==> src/rtl/i2c_slave_regfile.sv <==
// I2C target exposing a REG_COUNT x 8 register file (pointer byte, then auto-incrementing data bytes).
// wr_strobe lands 1 clk after the filtered SCL rise of data bit0; no backpressure, SCL is never stretched.

// Two-flop synchroniser followed by a level filter: the output follows the input only
// after FILTER_LEN consecutive samples disagree with the current output.
module i2c_glitch_filter #(
    parameter int FILTER_LEN = 4
) (
    input  logic clk,
    input  logic rst,
    input  logic din,
    output logic dout
);
    localparam int CW = $clog2(FILTER_LEN + 1);

    logic          sync1;
    logic          sync2;
    logic [CW-1:0] cnt;

    always_ff @(posedge clk or posedge rst) begin
        if (rst) begin
            sync1 <= 1'b1;
            sync2 <= 1'b1;
            dout  <= 1'b1;
            cnt   <= '0;
        end else begin
            sync1 <= din;
            sync2 <= sync1;
            if (sync2 == dout) begin
                cnt <= '0;
            end else if (cnt == CW'(FILTER_LEN - 1)) begin
                dout <= sync2;
                cnt  <= '0;
            end else begin
                cnt <= cnt + 1'b1;
            end
        end
    end
endmodule

module i2c_slave_regfile #(
    parameter logic [6:0] DEV_ADDR   = 7'h50,
    parameter int         REG_COUNT  = 8,
    parameter int         FILTER_LEN = 4,
    localparam int        PW         = $clog2(REG_COUNT)
) (
    input  logic                   clk,
    input  logic                   rst,
    input  logic                   scl_i,
    output logic                   scl_o,
    output logic                   scl_t,
    input  logic                   sda_i,
    output logic                   sda_o,
    output logic                   sda_t,
    output logic [8*REG_COUNT-1:0] regs_out,
    output logic                   wr_strobe,
    output logic [PW-1:0]          wr_index,
    output logic                   busy
);
    typedef enum logic [3:0] {
        S_IDLE, S_ADDR, S_ACK_ADDR, S_WR_PTR, S_ACK_PTR,
        S_WR_DATA, S_ACK_DATA, S_RD_DATA, S_RD_ACK
    } state_t;

    state_t state, state_nxt;

    logic scl_f, sda_f, scl_q, sda_q;
    logic scl_rise, scl_fall, start_det, stop_det;

    logic [3:0]                  bit_cnt;
    logic                        rose;
    logic [7:0]                  sreg;
    logic                        rw_q;
    logic [PW-1:0]               ptr;
    logic [REG_COUNT-1:0][7:0]   regs;
    logic                        sda_t_q;
    logic                        busy_q;
    logic                        wr_strobe_q;
    logic [PW-1:0]               wr_index_q;

    logic [7:0] rx_byte, rd_byte;
    logic       last_bit, addr_match;

    logic sda_t_d, shift_in, commit, ptr_load, ptr_inc, rd_load, busy_set, busy_clr;

    assign scl_o    = 1'b1;
    assign scl_t    = 1'b1;
    assign sda_o    = 1'b0;
    assign sda_t    = sda_t_q;
    assign busy     = busy_q;
    assign wr_strobe = wr_strobe_q;
    assign wr_index = wr_index_q;
    assign regs_out = regs;

    i2c_glitch_filter #(.FILTER_LEN(FILTER_LEN)) u_scl_flt (.clk(clk), .rst(rst), .din(scl_i), .dout(scl_f));
    i2c_glitch_filter #(.FILTER_LEN(FILTER_LEN)) u_sda_flt (.clk(clk), .rst(rst), .din(sda_i), .dout(sda_f));

    always_ff @(posedge clk or posedge rst) begin
        if (rst) begin
            scl_q <= 1'b1;
            sda_q <= 1'b1;
        end else begin
            scl_q <= scl_f;
            sda_q <= sda_f;
        end
    end

    assign scl_rise  = scl_f & ~scl_q;
    assign scl_fall  = ~scl_f & scl_q;
    assign start_det = scl_f & scl_q & sda_q & ~sda_f;
    assign stop_det  = scl_f & scl_q & ~sda_q & sda_f;

    assign rx_byte    = {sreg[6:0], sda_f};
    assign rd_byte    = regs[ptr];
    assign last_bit   = scl_rise && (bit_cnt == 4'd7);
    // General call (address 0) is never acknowledged, whatever DEV_ADDR is set to.
    assign addr_match = (rx_byte[7:1] == DEV_ADDR) && (rx_byte[7:1] != 7'd0);

    always_ff @(posedge clk or posedge rst) begin
        if (rst) state <= S_IDLE;
        else     state <= state_nxt;
    end

    // ACK slots end on the SCL fall that follows the 9th rise (tracked by rose).
    always_comb begin
        state_nxt = state;
        if (stop_det) begin
            state_nxt = S_IDLE;
        end else if (start_det) begin
            state_nxt = S_ADDR;
        end else begin
            unique case (state)
                S_IDLE:     state_nxt = S_IDLE;
                S_ADDR:     if (last_bit) state_nxt = addr_match ? S_ACK_ADDR : S_IDLE;
                S_ACK_ADDR: if (scl_fall && rose) state_nxt = rw_q ? S_RD_DATA : S_WR_PTR;
                S_WR_PTR:   if (last_bit) state_nxt = S_ACK_PTR;
                S_ACK_PTR:  if (scl_fall && rose) state_nxt = S_WR_DATA;
                S_WR_DATA:  if (last_bit) state_nxt = S_ACK_DATA;
                S_ACK_DATA: if (scl_fall && rose) state_nxt = S_WR_DATA;
                S_RD_DATA:  if (scl_fall && bit_cnt == 4'd8) state_nxt = S_RD_ACK;
                S_RD_ACK: begin
                    if (scl_rise && sda_f)     state_nxt = S_IDLE;
                    else if (scl_fall && rose) state_nxt = S_RD_DATA;
                end
                default:    state_nxt = S_IDLE;
            endcase
        end
    end

    always_comb begin
        sda_t_d  = sda_t_q;
        shift_in = 1'b0;
        commit   = 1'b0;
        ptr_load = 1'b0;
        ptr_inc  = 1'b0;
        rd_load  = 1'b0;
        busy_set = 1'b0;
        busy_clr = 1'b0;
        if (stop_det) begin
            sda_t_d  = 1'b1;
            busy_clr = 1'b1;
        end else if (start_det) begin
            sda_t_d = 1'b1;
        end else begin
            unique case (state)
                S_ADDR: begin
                    shift_in = scl_rise;
                    busy_set = last_bit && addr_match;
                end
                S_WR_PTR: begin
                    shift_in = scl_rise;
                    ptr_load = last_bit;
                end
                S_WR_DATA: begin
                    shift_in = scl_rise;
                    commit   = last_bit;
                end
                S_ACK_ADDR, S_ACK_PTR, S_ACK_DATA: begin
                    // First fall pulls SDA low, the fall after the 9th rise releases it.
                    if (scl_fall) sda_t_d = rose;
                    if (state == S_ACK_ADDR && scl_fall && rose && rw_q) begin
                        rd_load = 1'b1;
                        sda_t_d = rd_byte[7];
                    end
                end
                S_RD_DATA: begin
                    if (scl_fall) begin
                        if (bit_cnt == 4'd8) begin
                            sda_t_d = 1'b1;
                            ptr_inc = 1'b1;
                        end else begin
                            sda_t_d = sreg[~bit_cnt[2:0]];
                        end
                    end
                end
                S_RD_ACK: begin
                    if (scl_rise && sda_f) begin
                        busy_clr = 1'b1;
                    end else if (scl_fall && rose) begin
                        rd_load = 1'b1;
                        sda_t_d = rd_byte[7];
                    end
                end
                default: ;
            endcase
        end
    end

    always_ff @(posedge clk or posedge rst) begin
        if (rst) begin
            bit_cnt     <= '0;
            rose        <= 1'b0;
            sreg        <= '0;
            rw_q        <= 1'b0;
            ptr         <= '0;
            regs        <= '0;
            sda_t_q     <= 1'b1;
            busy_q      <= 1'b0;
            wr_strobe_q <= 1'b0;
            wr_index_q  <= '0;
        end else begin
            // Every state entry (and a repeated START) restarts the bit count,
            // which also drops any partially shifted byte.
            if (state_nxt != state || start_det) begin
                bit_cnt <= '0;
                rose    <= 1'b0;
            end else if (scl_rise) begin
                bit_cnt <= bit_cnt + 4'd1;
                rose    <= 1'b1;
            end

            if (rd_load)       sreg <= rd_byte;
            else if (shift_in) sreg <= rx_byte;

            if (state == S_ADDR && last_bit) rw_q <= sda_f;

            if (ptr_load)               ptr <= rx_byte[PW-1:0];
            else if (commit || ptr_inc) ptr <= ptr + 1'b1;

            if (commit) begin
                regs[ptr]  <= rx_byte;
                wr_index_q <= ptr;
            end
            wr_strobe_q <= commit;

            if (busy_clr)      busy_q <= 1'b0;
            else if (busy_set) busy_q <= 1'b1;

            sda_t_q <= sda_t_d;
        end
    end
endmodule

==> config.mk <==
export PLATFORM = sky130hd
export DESIGN_NAME = i2c_slave_regfile
export DESIGN_NICKNAME = d
export VERILOG_FILES = /design/src/rtl/i2c_slave_regfile.sv
export SDC_FILE = /design/constraint.sdc
export NUM_CORES = 1
export LEC_CHECK = 0
export CAP_MARGIN = 15
export CORE_ASPECT_RATIO = 0.7
export CORE_MARGIN = 10
export CORE_UTILIZATION = 40
export DETAILED_ROUTE_END_ITERATION = 16
export HOLD_SLACK_MARGIN = 0.03
export PLACE_DENSITY = 0.59
export SLEW_MARGIN = 20
export SYNTH_ARGS = -nofsm -noshare
export SYNTH_HDL_FRONTEND = slang
export SYNTH_HIERARCHICAL = 1
export SYNTH_SLANG_ARGS = --single-unit
==> constraint.sdc <==
create_clock -name clk -period 4.8 [get_ports clk]
set_input_delay 1.44 -clock clk [delete_from_list [all_inputs] [get_ports clk]]
set_output_delay 1.44 -clock clk [all_outputs]
set_load 0.1 [all_outputs]
==> results of run 1 <==
[Yosys cell counts (2+ instances only)]
master     n  area, um2
nor3b_1    4       30.0
nand4_1    4       25.0
dfstp_2    9        236
a21oi_1   12       60.1
o21ai_0   19       95.1
clkbuf_1  12       45.0
nor2b_1    5       31.3
mux2i_1   36        360
nor2b_4    2       27.5
ha_1       5       62.6
and3b_1    2       17.5
or3_1      5       31.3
nor2_8     4       80.1
conb_1     2       7.51
nor3_2     2       20.0
mux2_4    29        435
o21ai_1    6       30.0
mux4_2     4       90.1
nor4_2     2       25.0
nand2b_1   3       18.8
dfrtp_1   96       2400
a31oi_1    4       25.0
nor2_1    19       71.3
buf_2     13       65.1
inv_1      8       30.0
buf_4      5       37.5
buf_6      4       45.0
nand2_1   25       93.8
xnor2_1    5       43.8
nor3_1     8       40.0
xor2_1     3       26.3
mux2_1    32        360
and2b_1    2       15.0
nand4b_1   2       17.5
nand3_1    4       20.0
nor4_1     5       31.3
o22ai_1   16        100
mux2_2     4       45.0
[power groups by stage]
stage | combinational (mW) | sequential (mW) | clock (mW)
floorplan | 0.324 | 1.06 | 0
global placement | 0.356 | 1.13 | 0
detailed placement | 0.362 | 1.14 | 0
CTS | 0.363 | 1.12 | 0.777
global route | 0.402 | 1.14 | 0.810
finish | 0.364 | 1.13 | 0.755
[cell families after synthesis]
logic type               count (synthesis)
AND/OR/NAND/NOR                        106
multiplexers                           105
flip-flops                             105
AO/OA/AOI/OAI                           70
buffers and inverters                   42
XOR/XNOR                                 8
adder cells (fa/ha/maj)                  5
other                                    2
[metal layers]
metal | GRT usage, % | vias up | routed length (um)
met5 | 0 | - | 0
met4 | 3.26 | 0 | 111
met3 | 5.49 | 10 | 1130
met2 | 20.6 | 135 | 5730
met1 | 23.0 | 1892 | 7420
li1 | - | 1706 | -
[path summary, 6_finish.rpt]
path | from | endpoint | slack (ps) | depth (start not counted)
max in group asynchronous | rst | regs_out[6] | 2240 | 4
hold / removal | u_scl_flt/sync1 | u_scl_flt/sync2 | 360 | 0
setup / recovery | sda_t | sda_t | 1350 | 1
hold reg to reg | u_scl_flt/sync1 | u_scl_flt/sync2 | 360 | 0
min in group asynchronous | rst | u_sda_flt/cnt[0] | 1380 | 2
setup reg to reg | u_scl_flt/dout | regs_out[21] | 2070 | 4
[worst reg2reg max path, delay by kind of cell (launching register included)]
kind             cells  cell delay, ps
DFF                  1             630
and+or+nand+nor      3            1590
muxes                1             400
[registers in the layout, summed over array words and instances, names as in the netlist, 3 cells and up]
register / cells
regs_out: 64
sreg: 8
bit_cnt: 4
state: 4
ptr: 3
u_scl_flt/cnt: 3
u_sda_flt/cnt: 3
wr_index: 3
[area by class of cell]
cell class / count / area, um2
fill: 1177 / 6660
sequential: 105 / 2640
multi-input combinational: 297 / 2550
timing repair buffer: 77 / 761
clock buffer: 12 / 256
tap: 185 / 231
clock inverter: 4 / 51.3
inverter: 8 / 31.3
[layout by cell type, fill, tap and decap left out, types with 3 or more instances in the layout]
cell             synthesis  final
nor2b_1                  5      5
o22ai_1                 16     16
clkbuf_16                0      9
inv_1                    8      7
nor3_1                   8      8
or3_1                    5      5
mux2_1                  32     32
mux2i_1                 36     36
xnor2_1                  5      5
nor3b_1                  4      4
conb_1                   2      3
nand2_1                 25     25
o21ai_0                 19     19
nand3_1                  4      4
o21ai_1                  6      6
mux4_2                   4      4
mux2_2                   4      4
a31oi_1                  4      4
a21oi_1                 12     12
buf_4                    5      4
xor2_1                   3      3
nor2_1                  19     19
nand4_1                  4      4
clkdlybuf4s50_1          0     73
dfrtp_1                 96     95
nor2_8                   4      4
nand2b_1                 3      3
dfstp_2                  9      9
mux2_4                  29     29
nor4_1                   5      5
ha_1                     5      5
[stage by stage]
step	setup slack [ps]	std cells	cell area (um2)
after global routing	1320	688	6520
after CTS	1330	688	6520
final	1350	688	6520
after detailed placement	1710	672	6210
after floorplan	945	444	5410
after global placement	1720	672	6210
==> results.json, run 1 <==
{
  "critical_path_buf_inv_count": 1,
  "crit_chain": "clkdlybuf4s50_1",
  "synth_top_family_by_area": "multiplexers",
  "clockBufferDepth": 2,
  "status": "complete, no violations",
  "finalCriticalPeriod_ps": 3450,
  "hold_viol": 0,
  "avgSynthCellArea_um2": 12.2,
  "syn_inst": 443,
  "synth_edf_count": 0,
  "ios": 77,
  "fmax_mhz": 290,
  "clockPowerShare_pct": 33.6,
  "die_area_mm2": 0.0186,
  "ys_async_sr_fraction_pct": 100,
  "die_h_um": 117,
  "drt_first_pass_iters": 4,
  "wl_um": 14400,
  "seq_power_share_pct": 50.2,
  "finalClockSkew_ps": 7.29,
  "initial_core_util_pct": 41.0,
  "wl_per_cell_um": 20.9,
  "htree_levels": 3,
  "p_int_mw": 1.54,
  "vdd_drop_max_uv": 208,
  "synth_fa_ha_area_share_pct": 1.16,
  "power_switching_uw": 705,
  "grt_max_degree": 37,
  "avgViaCountPerCell": 5.44,
  "worst_ep_arrival_time_ps": 2010,
  "nets": 507,
  "cts_buffers": 9,
  "path_max_fanout": 2,
  "design.core.area_mm2": 0.0132,
  "finalWeightedCongestion": 0.910,
  "num_vias": 3743,
  "drt_iter0_drc": 244,
  "grt_overflow": 0,
  "total_power_mw": 2.25,
  "ys.flop_type": "dfrtp_1",
  "max_stage_delay_ps": 1130,
  "rsz0062_at_grt": "no",
  "cp_slowest_cell": "clkdlybuf4s50_1",
  "port_buffers": 73,
  "synth_area_mm2": 0.00540,
  "clock-sinks": 105,
  "p_sw_share_pct": 31.3,
  "finalSetupViolCount": 0,
  "ys_seq_area_share_pct": 48.8,
  "clockRootBuffer": "clkbuf_16",
  "crit_type": "register to output pin",
  "drc": 0,
  "synth_compound_area_share_pct": 7.96,
  "critPathLaunchType": "register",
  "worst_slew_pin_slew_ps": 1080,
  "yosys.area_share.simple_pct": 12.6,
  "synthXorXnorAreaFrac_pct": 1.30,
  "path_delay_family": "buffers and inverters",
  "ant_nets": 0,
  "endpoint_kind": "output pin",
  "fin_hold_ws_ps": 358,
  "drive_gt1_share_pct": 16.7,
  "synthMuxAreaShare_pct": 23.9,
  "p_leak_nw": 2.97,
  "ys_warn_count": 6,
  "clkTransAtPathRegs_ps": 70,
  "required_ps": 3360,
  "report.final.slew_viol_count": 0,
  "timing.setup.tns_ps": 0,
  "post_cts_buffers": 0,
  "num_antenna_cells": 0,
  "rows": 35,
  "comb_power_share_pct": 16.2,
  "cts_tree": "yes",
  "synth-seq-cells": 105,
  "track_usage_pct": 15.4,
  "die_width_um": 159,
  "syn2layout_area_growth_pct": 20.6,
  "insertion_delay_ps": 340,
  "grt_pass1_wl_um": 22700,
  "min_period_over_period_pct": 71.8,
  "ctsHoldBuffers": 0,
  "grt_pass1_vias": 3886,
  "hpwl_um": 10300,
  "drv_cap": 0,
  "postCtsResizedCells": 0,
  "hold_class": "register to register",
  "p_per_area_mw_per_mm2": 345,
  "synth_cell_types": 59,
  "fin_util_pct": 49.4,
  "slew_headroom_pct": 28.2,
  "antenna_found_initial": 0
}
Note: power is estimated with default switching activity, not from simulation.
==> run 2, diff against run 1 <==
==> constraint.sdc (replaced) <==
create_clock -name clk -period 3.36 [get_ports clk]
set_input_delay 1.008 -clock clk [delete_from_list [all_inputs] [get_ports clk]]
set_output_delay 1.008 -clock clk [all_outputs]
set_load 0.1 [all_outputs]
==> run 2 against run 1 <==
Against the previous run: core utilization shrank 0.58 points; first-iteration DRC count grew 7.0%; cell area down 1.2%; critical path depth increased by 4; total power up 49%; register-to-register slack got worse by 1200 ps; via count is 0.29% higher; clock power is 59% higher; non-clock buffer count increased by 5; global-route usage about the same; critical path type is now register to register; largest cell class unchanged.
==> results.json, run 2 (synthesized netlist as in run 1, its figures left out) <==
{
  "post_cts_buffers": 0,
  "fill_cells": 1189,
  "slew_headroom_pct": 48.9,
  "hold_start": "u_scl_flt/sync1",
  "ant_nets": 0,
  "postPlaceCellArea_mm2": 0.00610,
  "htree_levels": 3,
  "postCtsResizedCells": 0,
  "drc": 0,
  "grt_pass1_wl_um": 22800,
  "drive_gt1_share_pct": 31.5,
  "num_vias": 3754,
  "r2r_cells": 5,
  "rsz0062_at_grt": "no",
  "clockBufferDepth": 2,
  "cp_slowest_cell": "or3_1",
  "endpoint_kind": "register",
  "finalWeightedCongestion": 0.885,
  "hold_viol": 0,
  "drt_iter0_drc": 261,
  "nets": 512,
  "fin_hold_ws_ps": 357,
  "ios": 77,
  "crit_chain": "and2b_1 > and3b_1 > nand4_1 > or3_1 > mux2_4",
  "drt_first_pass_iters": 4,
  "wl_um": 14200,
  "crit_type": "register to register",
  "fmax_mhz": 405,
  "clkTransAtPathRegs_ps": 70,
  "fin_cells": 693,
  "hpwl_um": 10400,
  "design.core.area_mm2": 0.0132,
  "grt_pass1_vias": 3852,
  "finalSetupViolCount": 0,
  "stdcell_area_mm2": 0.00644,
  "dp.cells": 677,
  "port_buffers": 73,
  "grt_overflow": 0,
  "path_max_fanout": 14,
  "vdd_drop_max_uv": 269,
  "largest_register_ff_count": 64,
  "cts_tree": "yes",
  "min_period_over_period_pct": 73.4,
  "track_usage_pct": 15.4,
  "rows": 35,
  "cts_buffers": 9,
  "reg2reg_slack_ps": 890,
  "syn2layout_area_growth_pct": 19.2,
  "initial_core_util_pct": 41.0,
  "clock-sinks": 105,
  "reg2reg_from": "state[0]",
  "timing.rr.end": "regs_out[22]",
  "die_width_um": 159,
  "drv_cap": 0,
  "critPathLaunchType": "register",
  "max_stage_delay_ps": 700,
  "path_delay_family": "simple AND/OR/NAND/NOR gates",
  "required_ps": 3590,
  "p_leak_nw": 3.16,
  "total_power_mw": 3.35,
  "die_area_mm2": 0.0186,
  "timing.setup.tns_ps": 0,
  "report.final.slew_viol_count": 0,
  "wl_per_cell_um": 20.5,
  "clockRootBuffer": "clkbuf_16",
  "num_antenna_cells": 0,
  "critical_path_buf_inv_count": 0,
  "ctsHoldBuffers": 0,
  "finalClockSkew_ps": 7.12,
  "p_per_area_mw_per_mm2": 521,
  "die_h_um": 117,
  "holdPathStages": 0,
  "hold_class": "register to register",
  "hold_path_end": "u_scl_flt/sync2",
  "worst_ep_arrival_time_ps": 2700,
  "worst_slew_pin_slew_ps": 764,
  "insertion_delay_ps": 350,
  "avgViaCountPerCell": 5.42,
  "layout_common_cells": "dfrtp_1, buf_4, mux2i_1, mux2_1, mux2_4",
  "status": "complete, no violations",
  "mostFrequentLayoutCell": "dfrtp_1",
  "finalCriticalPeriod_ps": 2470,
  "antenna_found_initial": 0,
  "grt_max_degree": 32
}
run 2: cell types whose count changed in the layout (fill, tap and decap cells not counted):
cell / previous run / this run
buf_4: 4 / 77
clkdlybuf4s50_1: 73 / 3
buf_12: 0 / 2
bufinv_16: 1 / 3
clkbuf_8: 2 / 0
clkbuf_1: 1 / 0
clkinv_4: 1 / 0
clkinvlp_4: 1 / 2
inv_6: 0 / 1
run 2: layout make-up:
| type | count | area, um2 | share of cell area (%) |
|---|---|---|---|
| inverter | 8 | 33.8 | 0.524 |
| sequential | 105 | 2640 | 41.0 |
| timing repair buffer | 82 | 648 | 10.1 |
| clock buffer | 9 | 225 | 3.50 |
| tap | 185 | 231 | 3.59 |
| multi-input combinational | 297 | 2550 | 39.5 |
| clock inverter | 7 | 116 | 1.81 |
run 2: worst register-to-register path, cell delays in order, from the launching register on:
cell	delay, ps
dfrtp_1	630
and2b_1	240
and3b_1	180
nand4_1	200
or3_1	700
mux2_4	400
run 2: metrics by stage:
step | util [%] | setup slack [ps]
final | 48.9 | 893
after detailed placement | 46.3 | 963
after CTS | 48.9 | 940
after global placement | 46.3 | 963
after floorplan | - | 1260
after global routing | 48.9 | 786
run 2: report_power, final:
group,internal (mW),total [mW],switching [mW]
sequential,1.38,1.61,0.232
combinational,0.219,0.540,0.320
clock,0.728,1.20,0.473
run 2: worst max-delay path by stage:
stage,start,depth (start not counted),endpoint,slack (ps)
2_1_floorplan,rst,1,bit_cnt[0],1260
3_3_place_gp,state[2],4,regs_out[17],960
6_report,state[0],5,regs_out[22],890
4_1_cts,state[0],5,regs_out[22],940
5_1_grt,state[0],5,regs_out[22],790
3_5_place_dp,state[0],5,regs_out[22],960
run 2: per-layer routing:
metal,vias up,GRT usage [%],part of all wire [%]
li1,1729,-,-
met1,1883,22.4,51
met2,123,22.0,41
met3,19,4.30,6.7
met4,0,4.06,1.4
met5,-,0,0
